<file path="src/rtl/mc_sync_fifo.sv">
// mc_sync_fifo: NUM_CH independent FIFOs sharing one memory array in the RClk domain.
// Each channel keeps its own pointers, level-decoded flags and sticky overflow/underflow.
module mc_sync_fifo #(
    parameter int DATA_WIDTH    = 8,
    parameter int ADDRESS_WIDTH = 4,
    parameter int NUM_CH        = 4,
    parameter int CH_BITS       = 2,
    parameter int AFULL_THRESH  = 12,
    parameter int AEMPTY_THRESH = 2
) (
    input  logic                                RClk,
    input  logic                                PresetFull,
    input  logic [NUM_CH-1:0]                   Clear_in,
    input  logic                                WriteEn_in,
    input  logic [CH_BITS-1:0]                  WrCh_in,
    input  logic [DATA_WIDTH-1:0]               Data_in,
    input  logic                                ReadEn_in,
    input  logic [CH_BITS-1:0]                  RdCh_in,
    output logic [DATA_WIDTH-1:0]               Data_out,
    output logic                                DataValid_out,
    output logic [NUM_CH-1:0]                   Full_out,
    output logic [NUM_CH-1:0]                   Empty_out,
    output logic [NUM_CH-1:0]                   AlmostFull_out,
    output logic [NUM_CH-1:0]                   AlmostEmpty_out,
    output logic [NUM_CH*(ADDRESS_WIDTH+1)-1:0] Level_out,
    output logic [NUM_CH-1:0]                   Overflow_out,
    output logic [NUM_CH-1:0]                   Underflow_out
);
    localparam int DEPTH = 1 << ADDRESS_WIDTH;
    localparam int LW    = ADDRESS_WIDTH + 1;

    logic [DATA_WIDTH-1:0]    r_mem [NUM_CH*DEPTH];
    logic [LW-1:0]            r_wptr [NUM_CH];
    logic [LW-1:0]            r_rptr [NUM_CH];
    logic [NUM_CH-1:0]        r_ovf, r_udf;
    logic [NUM_CH-1:0]        w_wsel, w_rsel, w_wacc, w_racc;
    logic [LW-1:0]            w_level [NUM_CH];
    logic [ADDRESS_WIDTH-1:0] w_wofs, w_rofs;

    assign Overflow_out  = r_ovf;
    assign Underflow_out = r_udf;

    genvar c;
    for (c = 0; c < NUM_CH; c = c + 1) begin : g_ch
        assign w_level[c]             = r_wptr[c] - r_rptr[c];
        assign Level_out[c*LW +: LW]  = w_level[c];
        assign Full_out[c]            = w_level[c] == LW'(DEPTH);
        assign Empty_out[c]           = w_level[c] == '0;
        assign AlmostFull_out[c]      = w_level[c] >= LW'(AFULL_THRESH);
        assign AlmostEmpty_out[c]     = w_level[c] <= LW'(AEMPTY_THRESH);
        // A cleared channel drops its requests before they can raise any flag.
        assign w_wsel[c] = WriteEn_in && WrCh_in == CH_BITS'(c) && !Clear_in[c];
        assign w_rsel[c] = ReadEn_in && RdCh_in == CH_BITS'(c) && !Clear_in[c];
        assign w_wacc[c] = w_wsel[c] && !Full_out[c];
        assign w_racc[c] = w_rsel[c] && !Empty_out[c];
    end

    always_comb begin
        w_wofs = '0;
        w_rofs = '0;
        for (int i = 0; i < NUM_CH; i++) begin
            if (w_wsel[i]) w_wofs = r_wptr[i][ADDRESS_WIDTH-1:0];
            if (w_rsel[i]) w_rofs = r_rptr[i][ADDRESS_WIDTH-1:0];
        end
    end

    always_ff @(posedge RClk)
        if (|w_wacc) r_mem[{WrCh_in, w_wofs}] <= Data_in;

    always_ff @(posedge RClk or posedge PresetFull)
        if (PresetFull) begin
            for (int i = 0; i < NUM_CH; i++) begin
                r_wptr[i] <= '0;
                r_rptr[i] <= '0;
            end
            r_ovf <= '0;
            r_udf <= '0;
        end else begin
            for (int i = 0; i < NUM_CH; i++) begin
                if (Clear_in[i]) begin
                    r_wptr[i] <= '0;
                    r_rptr[i] <= '0;
                    r_ovf[i]  <= 1'b0;
                    r_udf[i]  <= 1'b0;
                end else begin
                    if (w_wacc[i]) r_wptr[i] <= r_wptr[i] + LW'(1);
                    if (w_racc[i]) r_rptr[i] <= r_rptr[i] + LW'(1);
                    r_ovf[i] <= r_ovf[i] | (w_wsel[i] & Full_out[i]);
                    r_udf[i] <= r_udf[i] | (w_rsel[i] & Empty_out[i]);
                end
            end
        end

    always_ff @(posedge RClk or posedge PresetFull)
        if (PresetFull) begin
            Data_out      <= '0;
            DataValid_out <= 1'b0;
        end else begin
            DataValid_out <= |w_racc;
            if (|w_racc) Data_out <= r_mem[{RdCh_in, w_rofs}];
        end
endmodule
</file>
<file path="config.mk">
export PLATFORM = sky130hd
export DESIGN_NAME = mc_sync_fifo
export DESIGN_NICKNAME = d
export VERILOG_FILES = /design/src/rtl/mc_sync_fifo.sv
export SDC_FILE = /design/constraint.sdc
export NUM_CORES = 1
export LEC_CHECK = 0
export ABC_AREA = 1
export CORE_MARGIN = 5
export CORE_UTILIZATION = 42
export DETAILED_ROUTE_END_ITERATION = 10
export PLACE_DENSITY = 0.64
export RECOVER_POWER = 100
export SLEW_MARGIN = 20
export SYNTH_ARGS = -nofsm -noshare
export SYNTH_HDL_FRONTEND = slang
export SYNTH_SLANG_ARGS = --single-unit
</file>
<file path="constraint.sdc">
create_clock -name RClk -period 2.57 [get_ports RClk]
set_clock_uncertainty 0.15 [all_clocks]
set_input_delay 0.514 -clock RClk [delete_from_list [all_inputs] [get_ports RClk]]
set_output_delay 0.514 -clock RClk [all_outputs]
set_load 0.05 [all_outputs]
</file>
==> summary.md, run 1 <==
| Metric | Value |
|---|---|
| Number of vias after detailed routing | 20.0k |
| Clock tree from TritonCTS | yes |
| Starting density of the core | 42.4% |
| Post-Syn Instances | 2509 |
| First-pass detailed-route iteration total | 6 |
| Area growth from synthesis to layout | 31.7% |
| Total gr overflow | 0 |
| Routed len/inst | 21.1 um |
| Post-place setup slack | -0.980 ns |
| Average size of a mapped cell | 10.4 um^2 |
| Number of antenna violations at the first check in global routing | 0 |
| Final ANT Viol Nets | 0 |
| Count of pins on the block boundary | 73 |
| Count of input and output buffers | 72 |
| Antenna diode count | 0 |
| Area fraction in compound gates after synthesis | 2.79% |
| Top cells by instance count after synthesis | sky130_fd_sc_hd__edfxtp_1 (512), sky130_fd_sc_hd__nand2_1 (503), sky130_fd_sc_hd__nand3_1 (493) |
| Adder-cell share of the synthesized area | 1.46% |
| Count of flip-flops with a built-in enable after synthesis | 512 |
| Crit end category | primary output |
| Slew at the pin closest to its max-slew limit | 1.94 ns |
| Count of yosys warnings during synthesis | 0 |
| WS Path Type | reg -> out |
| RSZ-0062 raised after global routing | true |
| DR vias/cell | 5.37 |
| Portion of total power attributed to combinational logic | between 10% and 20% |
| Clock transition at path regs | 0.06 ns |
| Total GRT Usage | approximately 23% |
| Worst hold path class | reg -> reg |
| Final-layout setup total negative slack | -162.15 ns |
| Part of the Yosys area used for sequential elements | 64.3% |
| Element type at the critical path start | flip-flop |
| Internal power of the cells | 0.0164 W |
| Post-Synthesis Net Count | roughly 2.6k |
| Number of DRC markers after the initial detailed-route iteration | 1995 |
| Highest net fanout along the worst path | 3 |
| Maximum Capacitance Violations | 8 |
| Final slew viol count | between 400 and 500 |
| Number of synthesized register bits | around 570 |
| Rows | 91 |
| Hold violation count in the final report | 0 |
| Clock buffers created by TritonCTS | 60 |
| Leakage dissipation | roughly 14 nW |
| Inst Count DP | 3546 |
| Endpoint required time on the critical path | ~1.9 ns |
| Clk sink count | 569 |
| CTS Buffer Depth | 3 |
| Dominant combinational cell family by area after synthesis | simple AND/OR/NAND/NOR gates |
| Fraction of synthesized cell area in xor and xnor cells | less than 1% |
| Minimum setup slack in the final design | -0.719 ns |
| Clock network fraction of total power | 37.8% |
| Post-synthesis instance area | 26100 um^2 |
| Unique masters post-synth | 38 |
| Share of cell area taken by muxes after synthesis | 0% |
| Library cell used as clock root buffer | sky130_fd_sc_hd__clkbuf_16 |
| Worst slew margin | -29.3% |
| Total of fill cells in the finished design | 5074 |
| Share of Yosys cell area claimed by the top area cell type | 58.9% |
| Area enclosed by the die boundary | 67300 um^2 |
| Share of total power in sequential cells | roughly 47% |
| Die X | between 200 and 300 um |
| Final core occ | 55.9% |
| Area of the core | between 60000 and 70000 um^2 |
| Non-filler cells, final | 3723 |
| Ys flop type | sky130_fd_sc_hd__edfxtp_1 |
| Drt drc | 0 |
| Total detailed-routing wirelength | 78.5 mm |
| Final critical-path share of the clock period | 128% |
| Pin count of the biggest net entering global routing | 65 |
| Sw Pwr | between 0.005 and 0.006 W |
| Ranking of synthesized cells by area | sky130_fd_sc_hd__edfxtp_1 (59%), sky130_fd_sc_hd__nand3_1 (9.4%), sky130_fd_sc_hd__nand2_1 (7.2%), sky130_fd_sc_hd__dfrtp_1 (5.5%), sky130_fd_sc_hd__inv_1 (4.7%) |
| Ratio of cells with drive above 1 in the final layout | 23.0% |
| Final weighted congestion in routability-driven placement | 0.897 |
| CTS HTree Levels | 2 |
| Power density cells | about 650 nW/um^2 |
| HPWL after detailed placement | 49.3 mm |
| Largest area contributor in the synthesized netlist | sky130_fd_sc_hd__edfxtp_1 |
| Status | finished, violations left |
| Max Clk Rate | 0.304 GHz |
| Peak supply drop | 0.390 mV |
| Arrival time of data at the critical path endpoint | 2.62 ns |
| Sw Ratio | 26.1% |
| Global-route wire length before repair | between 100 and 150 mm |
| Height of the die | roughly 260 um |
| CTS Hold Buffers Added | 0 |
| Worst-Skew Late Latency | 0.63 ns |
| Area share of and/or/nand/nor cells after synthesis | 23.4% |
| Cell with the most instances after synthesis | sky130_fd_sc_hd__edfxtp_1 |
| Number of nets in the layout | 2883 |
| Final Critical Period | 3.29 ns |
| Number of global-route vias before repair | 19.6k |
| FFs w/ async S/R, synth | 10.0% |
| Violations in the final reports | capacitance limit, slew limit, setup timing |
| Final Setup Violations | 585 |
-- worst paths after layout --
kind	endpoint	cells past startpoint	start	slack, ns
hold reg to reg	Overflow_out[2]$_DFF_PP0_	2	Overflow_out[2]$_DFF_PP0_	0.34
max in group asynchronous	DataValid_out$_DFF_PP0_	3	PresetFull	0.52
setup reg to reg	r_mem[61][4]$_DFFE_PP_	17	r_wptr[0]$_DFFE_PP0P_	-0.40
min in group asynchronous	Underflow_out[3]$_DFF_PP0_	3	PresetFull	0.76
hold / removal	Overflow_out[2]$_DFF_PP0_	2	Overflow_out[2]$_DFF_PP0_	0.34
setup / recovery	AlmostEmpty_out[1]	11	r_wptr[10]$_DFFE_PP0P_	-0.72
-- flip-flops by register name, indices dropped and copies added, names as in the netlist --
| signal | flops |
|---|---|
| r_rptr | 20 |
| Data_out | 8 |
| r_wptr | 20 |
| DataValid_out | 1 |
| Overflow_out | 4 |
| r_mem | 512 |
| Underflow_out | 4 |
-- logic make-up after synthesis --
logic type / Yosys count
simple gates: 1303
xor+xnor: 26
buf+inv: 461
flops: 569
fa+ha+maj: 28
compound gates: 122
-- per-stage QoR --
step / area [um^2] / hold WS [ns] / power (W)
after floorplan: 27200 / 0.305 / 0.0120
after global placement: 31300 / 0.321 / 0.0136
after detailed placement: 31300 / 0.335 / 0.0136
after CTS: 34100 / 0.112 / 0.0222
after global routing: 34400 / 0.375 / 0.0229
final: 34400 / 0.345 / 0.0222
-- critical path, cell delays in order, from the launching register on --
cell and delay (ns):
sky130_fd_sc_hd__dfrtp_1 0.39, sky130_fd_sc_hd__inv_2 0.08, sky130_fd_sc_hd__ha_4 0.13, sky130_fd_sc_hd__inv_2 0.04
sky130_fd_sc_hd__fa_2 0.40, sky130_fd_sc_hd__nand3_2 0.10, sky130_fd_sc_hd__nand2_2 0.06, sky130_fd_sc_hd__xnor2_2 0.15
sky130_fd_sc_hd__buf_4 0.16, sky130_fd_sc_hd__inv_6 0.04, sky130_fd_sc_hd__a2111oi_4 0.25, sky130_fd_sc_hd__buf_12 0.19
-- cells in the final DEF, fill, tap and decap left out, types with 9 or more instances in the layout --
| master | Yosys | routed |
|---|---|---|
| sky130_fd_sc_hd__nor2_2 | 0 | 13 |
| sky130_fd_sc_hd__clkdlybuf4s50_1 | 0 | 27 |
| sky130_fd_sc_hd__a21oi_1 | 42 | 38 |
| sky130_fd_sc_hd__clkbuf_16 | 0 | 62 |
| sky130_fd_sc_hd__inv_2 | 4 | 18 |
| sky130_fd_sc_hd__clkinv_2 | 0 | 11 |
| sky130_fd_sc_hd__nor2_1 | 140 | 42 |
| sky130_fd_sc_hd__edfxtp_1 | 512 | 512 |
| sky130_fd_sc_hd__nand3b_1 | 136 | 136 |
| sky130_fd_sc_hd__nor2_4 | 3 | 88 |
| sky130_fd_sc_hd__o21ai_0 | 39 | 31 |
| sky130_fd_sc_hd__clkbuf_1 | 54 | 17 |
| sky130_fd_sc_hd__buf_4 | 3 | 199 |
| sky130_fd_sc_hd__o22ai_1 | 16 | 15 |
| sky130_fd_sc_hd__buf_6 | 9 | 50 |
| sky130_fd_sc_hd__inv_1 | 326 | 303 |
| sky130_fd_sc_hd__buf_12 | 0 | 91 |
| sky130_fd_sc_hd__ha_1 | 24 | 15 |
| sky130_fd_sc_hd__clkinv_1 | 1 | 20 |
| sky130_fd_sc_hd__dfrtp_1 | 57 | 57 |
| sky130_fd_sc_hd__nand2_8 | 0 | 11 |
| sky130_fd_sc_hd__clkbuf_2 | 0 | 9 |
| sky130_fd_sc_hd__nand2_1 | 503 | 474 |
| sky130_fd_sc_hd__nand2_4 | 0 | 13 |
| sky130_fd_sc_hd__nand3_1 | 493 | 488 |
-- routing by layer --
layer  track usage (%)  wire length [um]  up-vias
met5                 0                 0        -
li1                  -                 -     9215
met3              4.37              6580      162
met4              8.43              3130        0
met1              29.5             30800     9701
met2              37.8             38000      913
-- power by group through the flow --
| stage | logic (W) | registers, W | clock network (W) |
|---|---|---|---|
| 6_report | 0.00343 | 0.0104 | 0.00840 |
| 5_1_grt | 0.00361 | 0.0104 | 0.00894 |
| 4_1_cts | 0.00336 | 0.0103 | 0.00854 |
| 3_5_place_dp | 0.00308 | 0.0105 | 0 |
| 3_3_place_gp | 0.00305 | 0.0105 | 0 |
| 2_1_floorplan | 0.00137 | 0.0107 | 0 |
-- repair_timing --
item                                    4_1_cts  5_1_grt
resized for setup                           119       71
endpoints found under the setup margin      582      598
gates cloned                                  2        1
pin swaps                                    64       52
buffers inserted                             47       20
-- final cells by class --
| type | instances | area (um^2) | share of cell area [%] |
|---|---|---|---|
| clock buffers | 74 | 1590 | 4.61 |
| clock inverters | 39 | 314 | 0.913 |
| inverters | 331 | 1270 | 3.68 |
| multi-input cells | 1479 | 8990 | 26.1 |
| flip-flops and latches | 569 | 16800 | 48.8 |
| well taps | 837 | 1050 | 3.04 |
| repair buffers | 394 | 4400 | 12.8 |
(Power assumes the default switching activity.)
==> run 2, diff against run 1 <==
--- a/config.mk
+++ b/config.mk
@@ -9,7 +9,7 @@
 export CORE_MARGIN = 5
 export CORE_UTILIZATION = 42
 export DETAILED_ROUTE_END_ITERATION = 10
-export PLACE_DENSITY = 0.64
+export PLACE_DENSITY = 0.62
 export RECOVER_POWER = 100
 export SLEW_MARGIN = 20
 export SYNTH_ARGS = -nofsm -noshare
==> constraint.sdc (replaced) <==
create_clock -name RClk -period 3.3 [get_ports RClk]
set_clock_uncertainty 0.15 [all_clocks]
set_input_delay 0.66 -clock RClk [delete_from_list [all_inputs] [get_ports RClk]]
set_output_delay 0.66 -clock RClk [all_outputs]
set_load 0.05 [all_outputs]
==> run 2 against run 1 <==
Effect of this change:
- the flow still finishes with violations (capacitance limit, slew limit, setup timing)
- utilization decreased by 2.2 points
- via count decreased by 1.3%
- hold slack got worse by 0.0012 ns
- sequential cell count unchanged
- largest cell class unchanged
- setup slack improved by 0.64 ns
- total power decreased by 23%
- count of clock-buffer cells in the layout increased by 2
- sequential share of layout area increased by 2.0 points
- highest routed layer unchanged
- combinational power decreased by 31%
- design area decreased by 3.9%
- die area unchanged
==> summary.md, run 2 (synthesis results as in run 1) <==
| Metric | Value |
|---|---|
| Status | finished, violations left |
| Violations in the final reports | capacitance limit, slew limit, setup timing |
| Highest net fanout along the worst path | 4 (+1) |
| Routed len/inst | 20.5 um (-2.9%) |
| Minimum setup slack in the final design | -0.0772 ns (+0.642 ns) |
| Power density cells | 515 nW/um^2 (-20%) |
| Die X | 259 um (unchanged) |
| Worst path most repeated cell | sky130_fd_sc_hd__buf_6 |
| Total detailed-routing wirelength | 75.7 mm (-3.6%) |
| Top delay family on crit path | buffers and inverters |
| Maximum Capacitance Violations | 8 (unchanged) |
| Worst hold path class | reg -> reg |
| Largest registers | r_mem: 512 flops, r_rptr: 20 flops, r_wptr: 20 flops |
| Total GRT Usage | 22.2% (-0.38 points) |
| Clock buffers created by TritonCTS | 58 (-3.3%) |
| Crit end category | primary output |
| Area of the core | 61600 um^2 (unchanged) |
| Final ANT Viol Nets | 0 (unchanged) |
| Area growth from synthesis to layout | 26.5% |
| WS Path Type | reg -> out |
| Arrival time of data at the critical path endpoint | 2.57 ns (-0.05 ns) |
| Height of the die | 259 um (unchanged) |
| Flip-flop count of the largest register after layout | 512 (unchanged) |
| Number of DRC markers after the initial detailed-route iteration | 1710 (-14%) |
| Final weighted congestion in routability-driven placement | 0.900 (+0.33%) |
| First-pass detailed-route iteration total | 5 (-1) |
| RSZ-0062 raised after global routing | true |
| Number of global-route vias before repair | 19.5k (-0.65%) |
| Final Setup Violations | 9 (-98%) |
| Worst path bufs/invs | 5 (unchanged) |
| Ratio of cells with drive above 1 in the final layout | 19.2% (-3.8 points) |
| Rows | 91 (unchanged) |
| Leakage dissipation | 13.4 nW (-2.9%) |
| Number of antenna violations at the first check in global routing | 0 (unchanged) |
| Endpoint required time on the critical path | 2.49 ns (+0.58 ns) |
| Pin count of the biggest net entering global routing | 73 (+12%) |
| Worst slew margin | -46.1% (-17 points) |
| Starting density of the core | 42.4% (unchanged) |
| Clock transition at path regs | 0.06 ns (about the same) |
| Number of vias after detailed routing | 19.7k (-1.3%) |
| Max Clk Rate | 0.296 GHz |
| Worst-Skew Late Latency | 0.65 ns (+0.02 ns) |
| Highest-delay cell along the critical path | sky130_fd_sc_hd__dfrtp_1 |
| Number of nets in the layout | 2857 (-0.90%) |
| DR vias/cell | 5.34 (-0.59%) |
| Register-to-register setup slack | 0.13 ns (+0.53 ns) |
| Non-filler cells, final | 3695 (-0.75%) |
| Most frequent standard cell in the layout excluding fill and tap cells | sky130_fd_sc_hd__edfxtp_1 |
| Slew at the pin closest to its max-slew limit | 2.19 ns (+0.251 ns) |
| Inst Count DP | 3534 (-0.34%) |
| Global-route wire length before repair | 116 mm (-0.47%) |
| Hold path start | Overflow_out[3]$_DFF_PP0_ |
| Final slew viol count | 304 (-36%) |
| Count of pins on the block boundary | 73 (unchanged) |
| Hold violation count in the final report | 0 (unchanged) |
| Post-place setup slack | -0.415 ns (+0.566 ns) |
| Clock tree from TritonCTS | yes |
| Peak supply drop | 0.554 mV (+42%) |
| CTS Buffer Depth | 3 (unchanged) |
| Final hold slack | 0.343 ns (-0.00122 ns) |
| Reg-to-reg critical path startpoint | r_rptr[15]$_DFFE_PP0P_ |
| Antenna diode count | 0 (unchanged) |
| CTS Hold Buffers Added | 0 (unchanged) |
| Peak per-stage delay on the critical path | 0.39 ns (about the same) |
| Library cell used as clock root buffer | sky130_fd_sc_hd__clkbuf_16 |
| Element type at the critical path start | flip-flop |
| Commonest non-fill, non-tap cells in the layout | sky130_fd_sc_hd__edfxtp_1 (512), sky130_fd_sc_hd__nand2_1 (492), sky130_fd_sc_hd__nand3_1 (490) |
| Count of input and output buffers | 72 (unchanged) |
| Power consumption | 0.0170 W (-23%) |
| Total gr overflow | 0 (unchanged) |
| Critical path startpoint | r_wptr[5]$_DFFE_PP0P_ |
| Final Critical Period | about 3.4 ns |
| Critical Path, Cell by Cell | inv_2 > ha_4 > inv_4 > fa_2 > buf_6 > xor2_4 > nor2_2 > nand2_2 > nor2_4 > buf_6 > buf_12 |
| Most flops, register | r_mem |
| Drt drc | 0 (unchanged) |
| CTS HTree Levels | 2 (unchanged) |
| Final critical-path share of the clock period | 102% |
| Area enclosed by the die boundary | 67300 um^2 (unchanged) |
| HPWL after detailed placement | 49.6 mm (+0.69%) |
| Clk sink count | 569 (unchanged) |
-- run 2: changes by cell type in the layout (fill, tap and decap cells not counted), moves of 8 or more --
cell,before,now
sky130_fd_sc_hd__nor2_2,13,32
sky130_fd_sc_hd__buf_4,199,225
sky130_fd_sc_hd__nand2_1,474,492
sky130_fd_sc_hd__buf_6,50,7
sky130_fd_sc_hd__nor3_1,4,13
sky130_fd_sc_hd__nand2_8,11,2
sky130_fd_sc_hd__inv_1,303,311
sky130_fd_sc_hd__nand2_4,13,1
sky130_fd_sc_hd__nor2_1,42,95
sky130_fd_sc_hd__nor2_4,88,16
sky130_fd_sc_hd__clkinv_1,20,8
-- run 2: worst paths after layout --
check / to / depth (start not counted)
setup / recovery: Empty_out[2] / 11
hold / removal: Overflow_out[3]$_DFF_PP0_ / 2
setup reg to reg: Data_out[3]$_DFFE_PP0P_ / 14
hold reg to reg: Overflow_out[3]$_DFF_PP0_ / 2
max in group asynchronous: r_rptr[15]$_DFFE_PP0P_ / 3
min in group asynchronous: Underflow_out[2]$_DFF_PP0_ / 2
-- run 2: layer usage --
metal,GRT usage [%],share of wire [%],vias to the layer above,wire (um)
met5,0,0,-,0
li1,-,-,9132,-
met1,30.3,42,9665,31800
met2,36.7,47,783,35900
met4,7.28,3.2,0,2420
met3,3.73,7.5,143,5640
-- run 2: worst reg2reg max path: stages, from the launching register on --
cell and delay (ns):
sky130_fd_sc_hd__dfrtp_2 0.43, sky130_fd_sc_hd__ha_4 0.17, sky130_fd_sc_hd__fa_2 0.41, sky130_fd_sc_hd__o21ai_4 0.20
sky130_fd_sc_hd__xor2_4 0.27, sky130_fd_sc_hd__nor2_4 0.08, sky130_fd_sc_hd__buf_4 0.13, sky130_fd_sc_hd__buf_4 0.13
sky130_fd_sc_hd__nor3_1 0.25, sky130_fd_sc_hd__inv_1 0.16, sky130_fd_sc_hd__nand4_1 0.16, sky130_fd_sc_hd__buf_12 0.20
sky130_fd_sc_hd__nand2_1 0.15, sky130_fd_sc_hd__nor2_1 0.14, sky130_fd_sc_hd__nor2_1 0.05
-- run 2: stage by stage --
| step | setup TNS, ns | cell area [um^2] | util [%] |
|---|---|---|---|
| floorplan | -31.56 | 26500 | - |
| global placement | -52.51 | 30500 | 49.6 |
| detailed placement | -63.82 | 30500 | 49.6 |
| CTS | -0.767 | 33000 | 53.6 |
| global route | -3.94 | 33000 | 53.7 |
| finish | -0.320 | 33000 | 53.7 |
-- run 2: where the power goes --
group | internal, W | switching, W
Clock | 0.00385 | 0.00280
Sequential | 0.00793 | 0.0000878
Combinational | 0.000852 | 0.00150
Total | 0.0126 | 0.00438
-- run 2: layout make-up --
| class | instances | area [um^2] |
|---|---|---|
| clock buffers | 76 | 1580 |
| clock inverters | 33 | 367 |
| fillers | 5220 | 28500 |
| inverters | 331 | 1240 |
| multi-input cells | 1479 | 8110 |
| flip-flops and latches | 569 | 16800 |
| well taps | 837 | 1050 |
| repair buffers | 370 | 3890 |
-- run 2: repair_timing --
| action | in CTS | in global routing |
|---|---|---|
| endpoints found under the hold margin | 0 | 0 |
| pin swaps | 32 | 26 |
| endpoints found under the setup margin | 21 | 18 |
| gates resized for setup | 66 | 19 |
| buffers inserted | 36 | 17 |
